`src/rtl/pc_pkg.sv`:
```
// Shared types and constants for the fetch-stage PC sequencer.
// Optional feature macro: PC_COMPRESSED_EN (see pc_target_gen / pc_sequencer).
package pc_pkg;

    typedef enum logic [1:0] {
        PC_SEQ    = 2'd0,
        PC_BRANCH = 2'd1,
        PC_JALR   = 2'd2,
        PC_RSVD   = 2'd3
    } pc_src_e;

    typedef enum logic [1:0] {
        BOOT = 2'd0,
        RUN  = 2'd1,
        HALT = 2'd2
    } pc_state_e;

    localparam int unsigned PC_INC = 4;

endpackage

```
`src/rtl/pc_target_gen.sv`:
```
// Combinational next-PC target, link address and alignment check.
// PC_COMPRESSED_EN adds i_instr_len (16/32-bit step) and relaxes alignment to 2 bytes.
module pc_target_gen
    import pc_pkg::*;
#(
    parameter int unsigned DATA_WIDTH = 32
) (
    input  logic [DATA_WIDTH-1:0] i_pc,
    input  logic [1:0]            i_pc_src,
    input  logic [DATA_WIDTH-1:0] i_imm_op,
    input  logic [DATA_WIDTH-1:0] i_rs1_data,
`ifdef PC_COMPRESSED_EN
    input  logic                  i_instr_len,
`endif
    output logic [DATA_WIDTH-1:0] o_target,
    output logic [DATA_WIDTH-1:0] o_pc_plus,
    output logic                  o_misaligned
);

    logic [DATA_WIDTH-1:0] w_inc;
    logic [DATA_WIDTH-1:0] w_jalr_sum;

`ifdef PC_COMPRESSED_EN
    assign w_inc = i_instr_len ? DATA_WIDTH'(PC_INC) : DATA_WIDTH'(PC_INC / 2);
`else
    assign w_inc = DATA_WIDTH'(PC_INC);
`endif

    assign o_pc_plus  = i_pc + w_inc;
    assign w_jalr_sum = i_rs1_data + i_imm_op;

    always_comb begin
        o_target = o_pc_plus;
        case (pc_src_e'(i_pc_src))
            PC_BRANCH: o_target = i_pc + i_imm_op;
            PC_JALR:   o_target = {w_jalr_sum[DATA_WIDTH-1:1], 1'b0};
            default:   o_target = o_pc_plus;
        endcase
    end

`ifdef PC_COMPRESSED_EN
    assign o_misaligned = o_target[0];
`else
    assign o_misaligned = |o_target[1:0];
`endif

endmodule

```
`src/rtl/pc_sequencer.sv`:
```
// Fetch-stage PC register with BOOT/RUN/HALT sequencing, valid/ready fetch and trap redirect.
// Macro PC_COMPRESSED_EN enables the i_instr_len port and 16-bit instruction support.
module pc_sequencer
    import pc_pkg::*;
#(
    parameter int unsigned          DATA_WIDTH   = 32,
    parameter logic [DATA_WIDTH-1:0] RESET_VECTOR = '0
) (
    input  logic                  i_clk,
    input  logic                  i_rst,
    input  logic                  i_stall,
    input  logic [1:0]            i_pc_src,
    input  logic [DATA_WIDTH-1:0] i_imm_op,
    input  logic [DATA_WIDTH-1:0] i_rs1_data,
    input  logic                  i_trap_take,
    input  logic [DATA_WIDTH-1:0] i_trap_vector,
    input  logic                  i_fetch_ready,
`ifdef PC_COMPRESSED_EN
    input  logic                  i_instr_len,
`endif
    output logic [DATA_WIDTH-1:0] o_pc,
    output logic [DATA_WIDTH-1:0] o_pc_plus,
    output logic                  o_fetch_valid,
    output logic                  o_misaligned,
    output logic [DATA_WIDTH-1:0] o_misaligned_addr
);

    pc_state_e             r_state;
    logic [DATA_WIDTH-1:0] r_pc;
    logic                  r_fetch_valid;
    logic                  r_misaligned;
    logic [DATA_WIDTH-1:0] r_misaligned_addr;

    logic [DATA_WIDTH-1:0] w_target;
    logic                  w_target_misaligned;

    pc_target_gen #(
        .DATA_WIDTH (DATA_WIDTH)
    ) u_target_gen (
        .i_pc         (r_pc),
        .i_pc_src     (i_pc_src),
        .i_imm_op     (i_imm_op),
        .i_rs1_data   (i_rs1_data),
`ifdef PC_COMPRESSED_EN
        .i_instr_len  (i_instr_len),
`endif
        .o_target     (w_target),
        .o_pc_plus    (o_pc_plus),
        .o_misaligned (w_target_misaligned)
    );

    always_ff @(posedge i_clk or posedge i_rst) begin
        if (i_rst) begin
            r_state           <= BOOT;
            r_pc              <= RESET_VECTOR;
            r_fetch_valid     <= 1'b0;
            r_misaligned      <= 1'b0;
            r_misaligned_addr <= '0;
        end else begin
            r_misaligned <= 1'b0;
            // Trap redirect overrides every state, stall and handshake.
            if (i_trap_take) begin
                r_pc          <= i_trap_vector;
                r_state       <= RUN;
                r_fetch_valid <= 1'b1;
            end else begin
                case (r_state)
                    BOOT: begin
                        r_state       <= RUN;
                        r_fetch_valid <= 1'b1;
                    end
                    RUN: begin
                        if (i_fetch_ready && !i_stall) begin
                            if (w_target_misaligned) begin
                                r_misaligned      <= 1'b1;
                                r_misaligned_addr <= w_target;
                                r_state           <= HALT;
                                r_fetch_valid     <= 1'b0;
                            end else begin
                                r_pc <= w_target;
                            end
                        end
                    end
                    HALT: begin
                        r_fetch_valid <= 1'b0;
                    end
                    default: begin
                        r_state       <= HALT;
                        r_fetch_valid <= 1'b0;
                    end
                endcase
            end
        end
    end

    assign o_pc              = r_pc;
    assign o_fetch_valid     = r_fetch_valid;
    assign o_misaligned      = r_misaligned;
    assign o_misaligned_addr = r_misaligned_addr;

endmodule

```
`config.mk`:
```
export PLATFORM = sky130hd
export DESIGN_NAME = pc_sequencer
export DESIGN_NICKNAME = d
export VERILOG_FILES = /design/src/rtl/pc_pkg.sv /design/src/rtl/pc_target_gen.sv /design/src/rtl/pc_sequencer.sv
export SDC_FILE = /design/constraint.sdc
export NUM_CORES = 1
export LEC_CHECK = 0
export ABC_AREA = 0
export ABC_CLOCK_PERIOD_IN_PS = 2910
export BUFFER_PORTS_ARGS = -buffer_cell sky130_fd_sc_hd__buf_2
export CORE_MARGIN = 5
export CORE_UTILIZATION = 54
export DETAILED_ROUTE_END_ITERATION = 8
export PLACE_DENSITY = 0.8
export SLEW_MARGIN = 30
export SYNTH_ARGS = -nofsm -noshare
export SYNTH_HDL_FRONTEND = slang
export SYNTH_SLANG_ARGS = --single-unit
```
`constraint.sdc`:
```
create_clock -name i_clk -period 2.91 [get_ports i_clk]
set_input_delay 0.1455 -clock i_clk [delete_from_list [all_inputs] [get_ports i_clk]]
set_output_delay 0.1455 -clock i_clk [all_outputs]
set_load 0.01 [all_outputs]
```
==> implementation parameters, run 1 <==
Parameter                              Value

Synthesis
  Avg Cell Area, Syn    7.704 um2
  Number of flops mapped to enable cells by yosys    0
  Share of async-settable or async-resettable flops after synthesis    100.0%
  Post-synthesis cell area    7264 um2
  Proportion of netlist area held by the largest area contributor    23.42%
  Synth area leader    sky130_fd_sc_hd__dfrtp_1
  Net count after synthesis    1112
  Dominant cell by count in the synthesized netlist    sky130_fd_sc_hd__nand2_1
  Yosys warning count    0
  Top flip-flop cell by instance count after synthesis    sky130_fd_sc_hd__dfrtp_1
  Sequential share of the synthesized area    23.42%
  Area contributors post-synth    sky130_fd_sc_hd__dfrtp_1 23%, sky130_fd_sc_hd__ha_1 11%, sky130_fd_sc_hd__nand2_1 7.0%, sky130_fd_sc_hd__a21oi_1 6.1%, sky130_fd_sc_hd__xnor2_1 5.8%
  Top cell types by occurrence after synthesis    135 x sky130_fd_sc_hd__nand2_1, 89 x sky130_fd_sc_hd__a21oi_1, 81 x sky130_fd_sc_hd__o21ai_0
  FF+latch count, synth    68
  Number of distinct standard cells referenced by the synthesized netlist    72
  Number of instances in the synthesized netlist    943

Power and ir drop
  Ratio of total power to cell area    556.4 nW/um2
  Power share of the clock group    25.4%
  Sw Pwr    2.084 mW
  Peak supply drop    0.0003890 V
  Sequential share of power    25.4%
  Cell Int Power    3.198 mW
  Standby leakage power    4.555 nW
  Gate power share    49.2%
  Sw frac    39.45%

Timing
  Normalized max-slew margin    49.93%
  Final worst setup slack    69.82 ps
  Setup total negative slack    0 ps
  Number of failing hold endpoints at the final stage    0
  Final Cycle Share    97.60%
  Clock tree skew after final layout    6.098 ps
  Post-route minimum period    2840 ps
  Worst-margin pin slew    749.5 ps
  Max-slew violations    0
  Fmax    352.1 MHz
  Number of endpoints failing setup at the final stage    0

Detailed routing
  Number of search-and-repair iterations in the first detailed-routing pass    6
  Post-route antenna net violation count    0
  Total via count after detailed routing    8387
  Post-route DRC    0
  1st-iter DRT viols    825
  Average wire per cell in the routed design    20.26 um
  Vias per Instance    6.100
  DRT Wirelength    27.86 mm

Critical path
  CP endpoint kind    register
  Kind of critical path    register to register
  Worst setup SP type    register
  Required arrival time at the worst endpoint    3130 ps
  Crit Path Max Fanout    6
  Data arrival time of the critical path    3060 ps
  Worst R2R Setup Slack    70 ps
  Endpoint of the lowest-slack register-to-register path    o_misaligned_addr[31]
  Number of cells on the worst reg-to-reg path    10
  RR Startpoint    o_pc[5]

Floorplanning
  Row cnt    42
  Die width    126.0 um
  Die Span Y    126.0 um
  Die Outline Area    15870 um2
  # IOs    201
  Effective utilization at floorplan    54.86%
  Core ar.    13240 um2

Clock tree
  Clock tree from TritonCTS    yes
  CTS Root Cell    sky130_fd_sc_hd__clkbuf_16
  Worst skew pair latency    330 ps
  CTS sink cnt    68
  Buffer depth of the longest clock path    2
  Inserted Clock Buffers    9
  H-tree depth    3
  Clock transition at the register clock pins on the worst setup and hold paths after CTS    60 ps

Layout
  Layout net count    1364
  Layout Utilization    71.68%
  Layout cells sized above 1    28.44%
  N_diodes    0
  Area Growth Syn to Fin    30.68%

Global routing
  Via count of the first global-routing pass    8147
  Antenna violations before repair    0
  Wire length of the first global-routing pass    42.03 mm
  GRT Residual Overflow    0
  Combined global-route utilization of all metal layers    33.04%
  Pin count of the biggest net entering global routing    68

Place
  DP Worst Slack    28.92 ps
  Hpwl dp    22.25 mm
  Final RePlAce weighted congestion    0.9779
  Number of I/O port buffers    200

Outcome
  Outcome    finished, final reports clean

Min path
  Hold Path Depth    3
  Endpoint, Worst Hold    o_pc[15]
  Worst hold-check path type    input pin to register
  Startpoint of the most critical hold path    i_trap_vector[15]

Flow run
  Reported max-cap violation count    0
[routing by layer]
metal | track usage [%] | part of all wire [%]
met1 | 38.29 | 38
met2 | 57.68 | 48
met3 | 5.334 | 7.3
met4 | 18.86 | 6.7
met5 | 0 | 0
[timing repair]
action | in CTS | in global routing
pin swaps | 1 | 14
gates resized for setup | 1 | 35
endpoints found under the setup margin | 3 | 40
endpoints found under the hold margin | 32 | 0
setup buffers | 1 | 4
hold buffers | 1 | 0
[worst max-delay path by stage]
stage | from | end | slack (ps) | depth (start not counted)
floorplan | o_pc[0] | o_misaligned_addr[30] | 210 | 12
global placement | o_pc[0] | o_pc[28] | 30 | 12
detailed placement | o_pc[1] | o_misaligned_addr[28] | 30 | 11
CTS | o_pc[1] | o_pc[26] | 2 | 11
global route | o_pc[6] | o_pc[25] | -70 | 11
finish | o_pc[5] | o_misaligned_addr[31] | 70 | 10
[final cells by class]
cell class	instances	area [um2]
multi-input cells	798	5438
inverters	35	131.4
flip-flops and latches	68	1702
well taps	176	220.2
clock buffers	9	225.2
repair buffers	283	1639
fillers	1100	3750
clock inverters	6	137.6
[worst max-delay path: stages, from the launching register on]
cell and delay [ps]:
sky130_fd_sc_hd__dfrtp_1 410, sky130_fd_sc_hd__ha_4 310, sky130_fd_sc_hd__o211ai_1 180, sky130_fd_sc_hd__a211oi_2 280, sky130_fd_sc_hd__a21boi_2 120, sky130_fd_sc_hd__a21oi_4 220, sky130_fd_sc_hd__a41oi_4 190, sky130_fd_sc_hd__o311a_1 330
sky130_fd_sc_hd__o21ai_1 190, sky130_fd_sc_hd__a41oi_2 190, sky130_fd_sc_hd__mux2_2 300
[logic make-up after synthesis]
| kind of cell | share of synthesized area [%] |
|---|---|
| mux | 1.412 |
| flops | 23.42 |
| xor+xnor | 9.404 |
| buf+inv | 4.202 |
| compound gates | 29.30 |
| fa+ha+maj | 11.57 |
| simple gates | 20.69 |
[metrics by stage]
step	cell area (um2)	std cells	total power, mW	hold slack (ps)
2_1_floorplan	7264	943	2.798	264.9
3_3_place_gp	8902	1354	3.780	282.3
3_5_place_dp	8902	1354	3.796	290.2
4_1_cts	9289	1371	5.161	37.53
5_1_grt	9493	1375	5.571	49.19
6_report	9493	1375	5.282	36.57
[layout by cell type (no fill, tap or decap), types with 4 or more instances in the layout]
master | synthesis | routed
sky130_fd_sc_hd__a211oi_1 | 13 | 11
sky130_fd_sc_hd__and3_1 | 9 | 9
sky130_fd_sc_hd__nor3b_1 | 16 | 16
sky130_fd_sc_hd__nor2_1 | 59 | 57
sky130_fd_sc_hd__o21ai_0 | 81 | 78
sky130_fd_sc_hd__mux2i_1 | 8 | 8
sky130_fd_sc_hd__nand2b_1 | 13 | 12
sky130_fd_sc_hd__o21bai_1 | 8 | 8
sky130_fd_sc_hd__ha_4 | 0 | 5
sky130_fd_sc_hd__a21oi_1 | 89 | 86
sky130_fd_sc_hd__dfrtp_1 | 68 | 68
sky130_fd_sc_hd__xnor2_1 | 48 | 48
sky130_fd_sc_hd__o31ai_1 | 14 | 11
sky130_fd_sc_hd__bufinv_16 | 0 | 4
sky130_fd_sc_hd__ha_1 | 64 | 57
sky130_fd_sc_hd__a21o_1 | 18 | 18
sky130_fd_sc_hd__o21a_1 | 9 | 9
sky130_fd_sc_hd__inv_1 | 34 | 33
sky130_fd_sc_hd__and2_1 | 5 | 5
sky130_fd_sc_hd__nor2b_1 | 7 | 6
sky130_fd_sc_hd__buf_4 | 2 | 81
sky130_fd_sc_hd__o221ai_1 | 6 | 6
sky130_fd_sc_hd__nor3_1 | 16 | 16
sky130_fd_sc_hd__a221oi_1 | 9 | 6
sky130_fd_sc_hd__buf_2 | 5 | 200
sky130_fd_sc_hd__or3_1 | 5 | 5
sky130_fd_sc_hd__nand4_1 | 14 | 14
sky130_fd_sc_hd__o211ai_1 | 8 | 8
sky130_fd_sc_hd__a22oi_1 | 4 | 4
sky130_fd_sc_hd__o31a_1 | 6 | 6
sky130_fd_sc_hd__clkbuf_16 | 0 | 9
sky130_fd_sc_hd__xor2_1 | 30 | 30
sky130_fd_sc_hd__nand2_1 | 135 | 134
sky130_fd_sc_hd__a221o_1 | 10 | 10
sky130_fd_sc_hd__o21ai_1 | 7 | 8
sky130_fd_sc_hd__nand3_1 | 28 | 28
sky130_fd_sc_hd__a31oi_1 | 11 | 10
[power by group through the flow]
stage | Clock [mW] | Combinational [mW] | Sequential (mW)
final | 1.34 | 2.60 | 1.34
after global routing | 1.39 | 2.82 | 1.36
after CTS | 1.34 | 2.48 | 1.33
after detailed placement | 0 | 2.45 | 1.34
after global placement | 0 | 2.44 | 1.34
after floorplan | 0 | 1.34 | 1.46
[state kept, by name, indices dropped and copies added, names as in the netlist]
name / count
o_fetch_valid: 1
o_misaligned: 1
o_misaligned_addr: 32
o_pc: 32
r_state: 2
Note: power is estimated with default switching activity, not from simulation.
==> inputs of run 2 (changes only) <==
--- a/config.mk
+++ b/config.mk
@@ -9,10 +9,11 @@
 export ABC_CLOCK_PERIOD_IN_PS = 2910
 export BUFFER_PORTS_ARGS = -buffer_cell sky130_fd_sc_hd__buf_2
 export CORE_MARGIN = 5
-export CORE_UTILIZATION = 54
+export CORE_UTILIZATION = 55
 export DETAILED_ROUTE_END_ITERATION = 8
-export PLACE_DENSITY = 0.8
+export PLACE_DENSITY = 0.81
 export SLEW_MARGIN = 30
 export SYNTH_ARGS = -nofsm -noshare
 export SYNTH_HDL_FRONTEND = slang
+export SYNTH_HIERARCHICAL = 1
 export SYNTH_SLANG_ARGS = --single-unit
==> run 2 against run 1 <==
Synthesized cell count decreased by 8.0%. Fmax down 0.89%. Sequential power rose by 9.7%. Routed wire length shrank 2.8%. Clock skew hardly changed. Critical path type unchanged.
==> implementation parameters, run 2 <==
Parameter                              Value

Power and ir drop
  Sequential share of power    24.8%
  Sw Pwr    2.323 mW
  Peak supply drop    0.0004427 V
  Power share of the clock group    21.2%
  Sw frac    39.27%
  Standby leakage power    4.912 nW
  Ratio of total power to cell area    594.2 nW/um2
  Gate power share    54.0%
  Cell Int Power    3.593 mW

Place
  Number of I/O port buffers    200
  Cell count after placement    1299
  DP Worst Slack    -203.6 ps
  Final RePlAce weighted congestion    1.019
  Hpwl dp    20.81 mm

Synthesis
  Avg Cell Area, Syn    8.799 um2
  FF+latch count, synth    68
  Top flip-flop cell by instance count after synthesis    sky130_fd_sc_hd__dfrtp_1
  Yosys warning count    6
  Area contributors post-synth    sky130_fd_sc_hd__dfrtp_1 22%, sky130_fd_sc_hd__ha_1 10%, sky130_fd_sc_hd__mux2_2 9.0%, sky130_fd_sc_hd__mux2_4 5.7%, sky130_fd_sc_hd__xnor2_1 5.0%
  Number of instances in the synthesized netlist    868
  Number of flops mapped to enable cells by yosys    0
  Post-synthesis cell area    7637 um2
  Net count after synthesis    1037
  Sequential share of the synthesized area    22.28%
  Share of async-settable or async-resettable flops after synthesis    100.0%
  Top cell types by occurrence after synthesis    70 x sky130_fd_sc_hd__a21oi_1, 68 x sky130_fd_sc_hd__dfrtp_1, 68 x sky130_fd_sc_hd__nand2_1
  Dominant cell by count in the synthesized netlist    sky130_fd_sc_hd__a21oi_1
  Synth area leader    sky130_fd_sc_hd__dfrtp_1
  Number of distinct standard cells referenced by the synthesized netlist    75
  Proportion of netlist area held by the largest area contributor    22.28%

Floorplanning
  Die Outline Area    16340 um2
  Core ar.    13770 um2
  # IOs    201
  Die width    127.8 um
  Die Span Y    127.8 um
  Row cnt    43
  Effective utilization at floorplan    55.45%

Layout
  N_diodes    0
  Post-Layout Cell Count    1325
  Storage element area    1703 um2
  Layout cells sized above 1    39.65%
  Commonest non-fill, non-tap cells in the layout    201 x sky130_fd_sc_hd__buf_2, 91 x sky130_fd_sc_hd__buf_4, 68 x sky130_fd_sc_hd__nand2_1, 67 x sky130_fd_sc_hd__dfrtp_1, 66 x sky130_fd_sc_hd__a21oi_1
  Most common cell after layout, fill and taps aside    sky130_fd_sc_hd__buf_2
  Multi-input gate area in the final layout    5801 um2
  Fill cell total of the finished layout    1087
  Layout net count    1309
  Area Growth Syn to Fin    30.36%
  Layout Utilization    72.28%

Detailed routing
  Number of search-and-repair iterations in the first detailed-routing pass    5
  DRT Wirelength    27.08 mm
  Average wire per cell in the routed design    20.43 um
  Total via count after detailed routing    8117
  1st-iter DRT viols    648
  Vias per Instance    6.126
  Post-route DRC    0
  Post-route antenna net violation count    0

Timing
  Post-Route Hold Slack    165.5 ps
  Fmax    349.0 MHz
  Final worst setup slack    44.42 ps
  Number of endpoints failing setup at the final stage    0
  Post-route minimum period    2866 ps
  Clock tree skew after final layout    6.017 ps
  Setup repair after global routing missed its margin    yes
  Setup total negative slack    0 ps
  Normalized max-slew margin    40.66%
  Worst-margin pin slew    890.2 ps
  Final Cycle Share    98.47%
  Number of failing hold endpoints at the final stage    0
  Max-slew violations    0

Clock tree
  CTS sink cnt    68
  CTS Root Cell    sky130_fd_sc_hd__clkbuf_16
  Clock tree from TritonCTS    yes
  Clock transition at the register clock pins on the worst setup and hold paths after CTS    60 ps
  Buffer depth of the longest clock path    2
  H-tree depth    3
  Worst skew pair latency    330 ps
  Inserted Clock Buffers    9

Global routing
  Combined global-route utilization of all metal layers    31.10%
  GRT Residual Overflow    0
  Pin count of the biggest net entering global routing    46
  Via count of the first global-routing pass    7670
  Antenna violations before repair    0
  Wire length of the first global-routing pass    40.39 mm

Critical path
  Crit Path Max Fanout    5
  Data arrival time of the critical path    3080 ps
  CP endpoint kind    register
  Crit-path slowest cell    sky130_fd_sc_hd__dfrtp_1
  Worst-path cell chain    ha_2, inv_2, fa_2, nor2b_4, o31ai_4, a211oi_4, o21ai_4, buf_4, a21oi_1, or3_1, a31oi_2, a2bb2oi_2, mux2_4
  Slowest stage delay, CP    380 ps
  Cell family with the largest share of critical-path delay    compound AO/OA/AOI/OAI gates
  Required arrival time at the worst endpoint    3130 ps
  Worst setup SP type    register
  Kind of critical path    register to register
  Worst Path Buf+Inv    2

Min path
  Worst hold-check path type    input pin to register

Outcome
  Outcome    finished, final reports clean

Flow run
  Reported max-cap violation count    0
-- run 2: changes by cell type after synthesis, moves of 13 or more --
cell | before | now
sky130_fd_sc_hd__mux2_4 | 0 | 29
sky130_fd_sc_hd__a21oi_1 | 89 | 70
sky130_fd_sc_hd__nand2_1 | 135 | 68
sky130_fd_sc_hd__mux2_2 | 2 | 61
sky130_fd_sc_hd__nor3b_1 | 16 | 1
sky130_fd_sc_hd__o21ai_0 | 81 | 37
sky130_fd_sc_hd__a21o_1 | 18 | 31
-- run 2: layout make-up --
cell class | instances | area share [%]
clock buffers | 9 | 2.262
inverters | 28 | 1.056
clock inverters | 7 | 1.156
flip-flops and latches | 68 | 17.10
well taps | 180 | 2.262
multi-input cells | 735 | 58.26
repair buffers | 298 | 17.90
-- run 2: tightest hold or removal path, cell delays in order --
cell and delay (ps):
sky130_fd_sc_hd__buf_2 70, sky130_fd_sc_hd__mux2_2 130, sky130_fd_sc_hd__mux2_1 120
-- run 2: path summary, 6_finish.rpt --
check                                 startpoint                    end  slack [ps]  cells past startpoint
max                                      o_pc[0]  o_misaligned_addr[22]          40                     13
min reg2reg                o_misaligned_addr[23]  o_misaligned_addr[23]         510                      1
min                            i_trap_vector[17]               o_pc[17]         170                      3
max reg2reg                              o_pc[0]  o_misaligned_addr[22]          40                     13
max in group asynchronous                  i_rst                o_pc[1]        1530                      4
min in group asynchronous                  i_rst  o_misaligned_addr[12]         390                      3
-- run 2: power by group through the flow --
stage	clock [mW]	sequential [mW]	combinational [mW]
2_1_floorplan	0	1.60	1.72
3_3_place_gp	0	1.46	2.97
3_5_place_dp	0	1.46	3.02
4_1_cts	1.26	1.46	3.07
5_1_grt	1.30	1.49	3.42
6_report	1.25	1.47	3.20
-- run 2: kinds of logic (layout without fill, tap and decap cells) --
| family | count (synthesis) | count (layout) | synth area share (%) |
|---|---|---|---|
| AND/OR/NAND/NOR | 241 | 241 | 15.50 |
| XOR/XNOR | 74 | 74 | 8.486 |
| adder cells (fa/ha/maj) | 66 | 66 | 11.01 |
| AO/OA/AOI/OAI | 253 | 253 | 22.64 |
| multiplexers | 101 | 101 | 16.24 |
| buffers and inverters | 65 | 342 | 3.850 |
| flip-flops | 68 | 68 | 22.28 |
-- run 2: through the flow --
stage / power, mW / cell area, um2
5_1_grt: 6.211 / 9956
2_1_floorplan: 3.313 / 7637
4_1_cts: 5.783 / 9754
3_5_place_dp: 4.484 / 9349
6_report: 5.916 / 9956
3_3_place_gp: 4.433 / 9349
-- run 2: timing repair --
action | in CTS | in global routing
endpoints found under the setup margin | 38 | 57
endpoints found under the hold margin | 23 | 0
resized for setup | 9 | 42
hold buffers | 1 | 0
pin swaps | 3 | 7
gates cloned | 0 | 2
setup buffers | 3 | 4
-- run 2: layer usage --
| metal | vias to the layer above | track usage, % | routed length [um] |
|---|---|---|---|
| met4 | 0 | 17.23 | 1683 |
| met5 | - | 0 | 0 |
| met2 | 469 | 52.53 | 12700 |
| met1 | 3754 | 37.52 | 10520 |
| li1 | 3782 | - | - |
| met3 | 112 | 5.292 | 2171 |
==> inputs of run 3 (changes only) <==
--- a/config.mk
+++ b/config.mk
@@ -12,6 +12,7 @@
 export CORE_UTILIZATION = 55
 export DETAILED_ROUTE_END_ITERATION = 8
 export PLACE_DENSITY = 0.81
+export RECOVER_POWER = 50
 export SLEW_MARGIN = 30
 export SYNTH_ARGS = -nofsm -noshare
 export SYNTH_HDL_FRONTEND = slang
==> run 3 against run 2 <==
First-iteration DRC count down 5.1%. Flip-flop and latch count unchanged. Fmax down 0.35%. Critical path depth down 3. Sequential share of layout area up 0.24 points. Clock skew about the same. Hold slack better by 4.5 ps. Clock power about the same. Critical endpoint is now o_misaligned_addr[27]. Largest cell class unchanged. Highest routed layer unchanged.
==> implementation parameters, run 3 (synthesis gave the netlist of run 2 again) <==
Parameter                              Value

Critical path
  Endpoint of the lowest-slack register-to-register path    o_misaligned_addr[27]
  Worst-path cell chain    clkbuf_1, and4_1, nand3_1, nor3_2, buf_4, nand4_1, xnor2_1, a221o_1, a31o_1, mux2_4
  Crit Path Max Fanout    4
  Data arrival time of the critical path    3090 ps
  Kind of critical path    register to register
  Slowest stage delay, CP    410 ps
  Worst setup SP type    register
  Worst R2R Setup Slack    30 ps
  RR Startpoint    o_pc[10]
  Required arrival time at the worst endpoint    3130 ps
  End point of the critical path    o_misaligned_addr[27]
  CP endpoint kind    register
  Number of cells on the worst reg-to-reg path    10
  Crit-path slowest cell    sky130_fd_sc_hd__dfrtp_1
  Crit path from    o_pc[10]

Floorplanning
  Die Outline Area    16340 um2
  Effective utilization at floorplan    55.45%
  Row cnt    43
  Core ar.    13770 um2
  # IOs    201
  Die width    127.8 um
  Die Span Y    127.8 um

Global routing
  Antenna violations before repair    0
  Combined global-route utilization of all metal layers    31.10%
  Pin count of the biggest net entering global routing    46
  Wire length of the first global-routing pass    40.39 mm
  Via count of the first global-routing pass    7670
  GRT Residual Overflow    0

Detailed routing
  1st-iter DRT viols    615
  Highest metal used    met4
  Total via count after detailed routing    8148
  DRT Wirelength    27.04 mm
  Met1 Routed Length    10.46 mm
  Metal3 WL    2.193 mm
  Vias per Instance    6.149
  Post-route DRC    0
  Met2 wire length    12.61 mm
  Number of search-and-repair iterations in the first detailed-routing pass    6
  Post-route antenna net violation count    0
  Average wire per cell in the routed design    20.41 um

Timing
  Number of endpoints failing setup at the final stage    0
  Fmax    347.7 MHz
  Setup repair after global routing missed its margin    yes
  Normalized max-slew margin    22.93%
  Worst-margin pin slew    1156 ps
  Max-slew violations    0
  Final Cycle Share    98.82%
  Number of failing hold endpoints at the final stage    0
  Final worst setup slack    34.27 ps
  Post-route minimum period    2876 ps
  Clock tree skew after final layout    6.449 ps
  Setup total negative slack    0 ps

Clock tree
  Clock tree from TritonCTS    yes
  Buffer depth of the longest clock path    2
  CTS sink cnt    68
  H-tree depth    3
  Inserted Clock Buffers    9
  CTS Root Cell    sky130_fd_sc_hd__clkbuf_16
  Clock transition at the register clock pins on the worst setup and hold paths after CTS    60 ps
  Worst skew pair latency    340 ps

Layout
  N_diodes    0
  Commonest non-fill, non-tap cells in the layout    155 x sky130_fd_sc_hd__buf_2, 69 x sky130_fd_sc_hd__buf_4, 68 x sky130_fd_sc_hd__nand2_1, 67 x sky130_fd_sc_hd__dfrtp_1, 67 x sky130_fd_sc_hd__clkbuf_1
  Layout cells sized above 1    33.71%
  Most common cell after layout, fill and taps aside    sky130_fd_sc_hd__buf_2
  Layout Utilization    71.28%
  Layout net count    1309
  Post-Layout Cell Count    1325
  Area Growth Syn to Fin    28.54%

Place
  Hpwl dp    20.81 mm
  Cell count after placement    1299
  Number of I/O port buffers    200
  DP Worst Slack    -203.6 ps
  Final RePlAce weighted congestion    1.019

Power and ir drop
  Total chip power    5.815 mW
  Ratio of total power to cell area    592.3 nW/um2
  Standby leakage power    4.696 nW
  Peak supply drop    0.0004271 V

Outcome
  Outcome    finished, final reports clean

Min path
  Hold Path Depth    3
  Worst hold-check path type    input pin to register

Flow run
  Reported max-cap violation count    0
## run 3: layer usage
metal | vias up | global-route usage (%)
li1 | 3779 | -
met1 | 3762 | 37.52
met2 | 493 | 52.53
met3 | 114 | 5.292
met4 | 0 | 17.23
met5 | - | 0
## run 3: how the worst min path moves through the flow
stage | from | to | slack, ps
floorplan | i_fetch_ready | o_fetch_valid | 370
global placement | i_rst | o_misaligned_addr[12] | 190
detailed placement | i_rst | o_misaligned_addr[13] | 200
CTS | i_trap_vector[18] | o_pc[18] | 170
global route | i_trap_vector[17] | o_pc[17] | 180
finish | i_trap_vector[17] | o_pc[17] | 170
## run 3: power breakdown
group / switching [mW] / leakage (nW) / total, mW / internal [mW]
clock: 0.419 / 0.161 / 1.25 / 0.833
sequential: 0.231 / 0.813 / 1.47 / 1.24
combinational: 1.68 / 3.72 / 3.09 / 1.41
total: 2.33 / 4.70 / 5.82 / 3.49
## run 3: metrics by stage
| stage | cell area (um2) | hold WS [ps] |
|---|---|---|
| after floorplan | 7637 | 374.4 |
| after global placement | 9349 | 188.2 |
| after detailed placement | 9349 | 197.2 |
| after CTS | 9754 | 168.8 |
| after global routing | 9817 | 179.0 |
| final | 9817 | 170.0 |
## run 3: repair_timing
item / CTS / global route
hold endpoints to repair: 23 / 0
hold buffers: 1 / 0
cloned: 0 / 2
buffers inserted: 3 / 4
resized for setup: 9 / 42
endpoints found under the setup margin: 38 / 57
pin swaps: 3 / 7
## run 3: cell type report
| type | instances | area [um2] |
|---|---|---|
| inverter | 28 | 105.1 |
| clock inverter | 7 | 115.1 |
| tap | 180 | 225.2 |
| multi-input combinational | 735 | 5801 |
| fill | 1155 | 3956 |
| sequential | 68 | 1703 |
| timing repair buffer | 298 | 1643 |
| clock buffer | 9 | 225.2 |
## run 3: critical path, delay by kind of cell, from the launching register on
family,cells,cell delay [ps]
muxes,1,280
and+or+nand+nor,4,780
buffers and inverters,2,470
xor gates and xnor gates,1,210
AOI/OAI and AO/OA,2,610
DFF,1,410
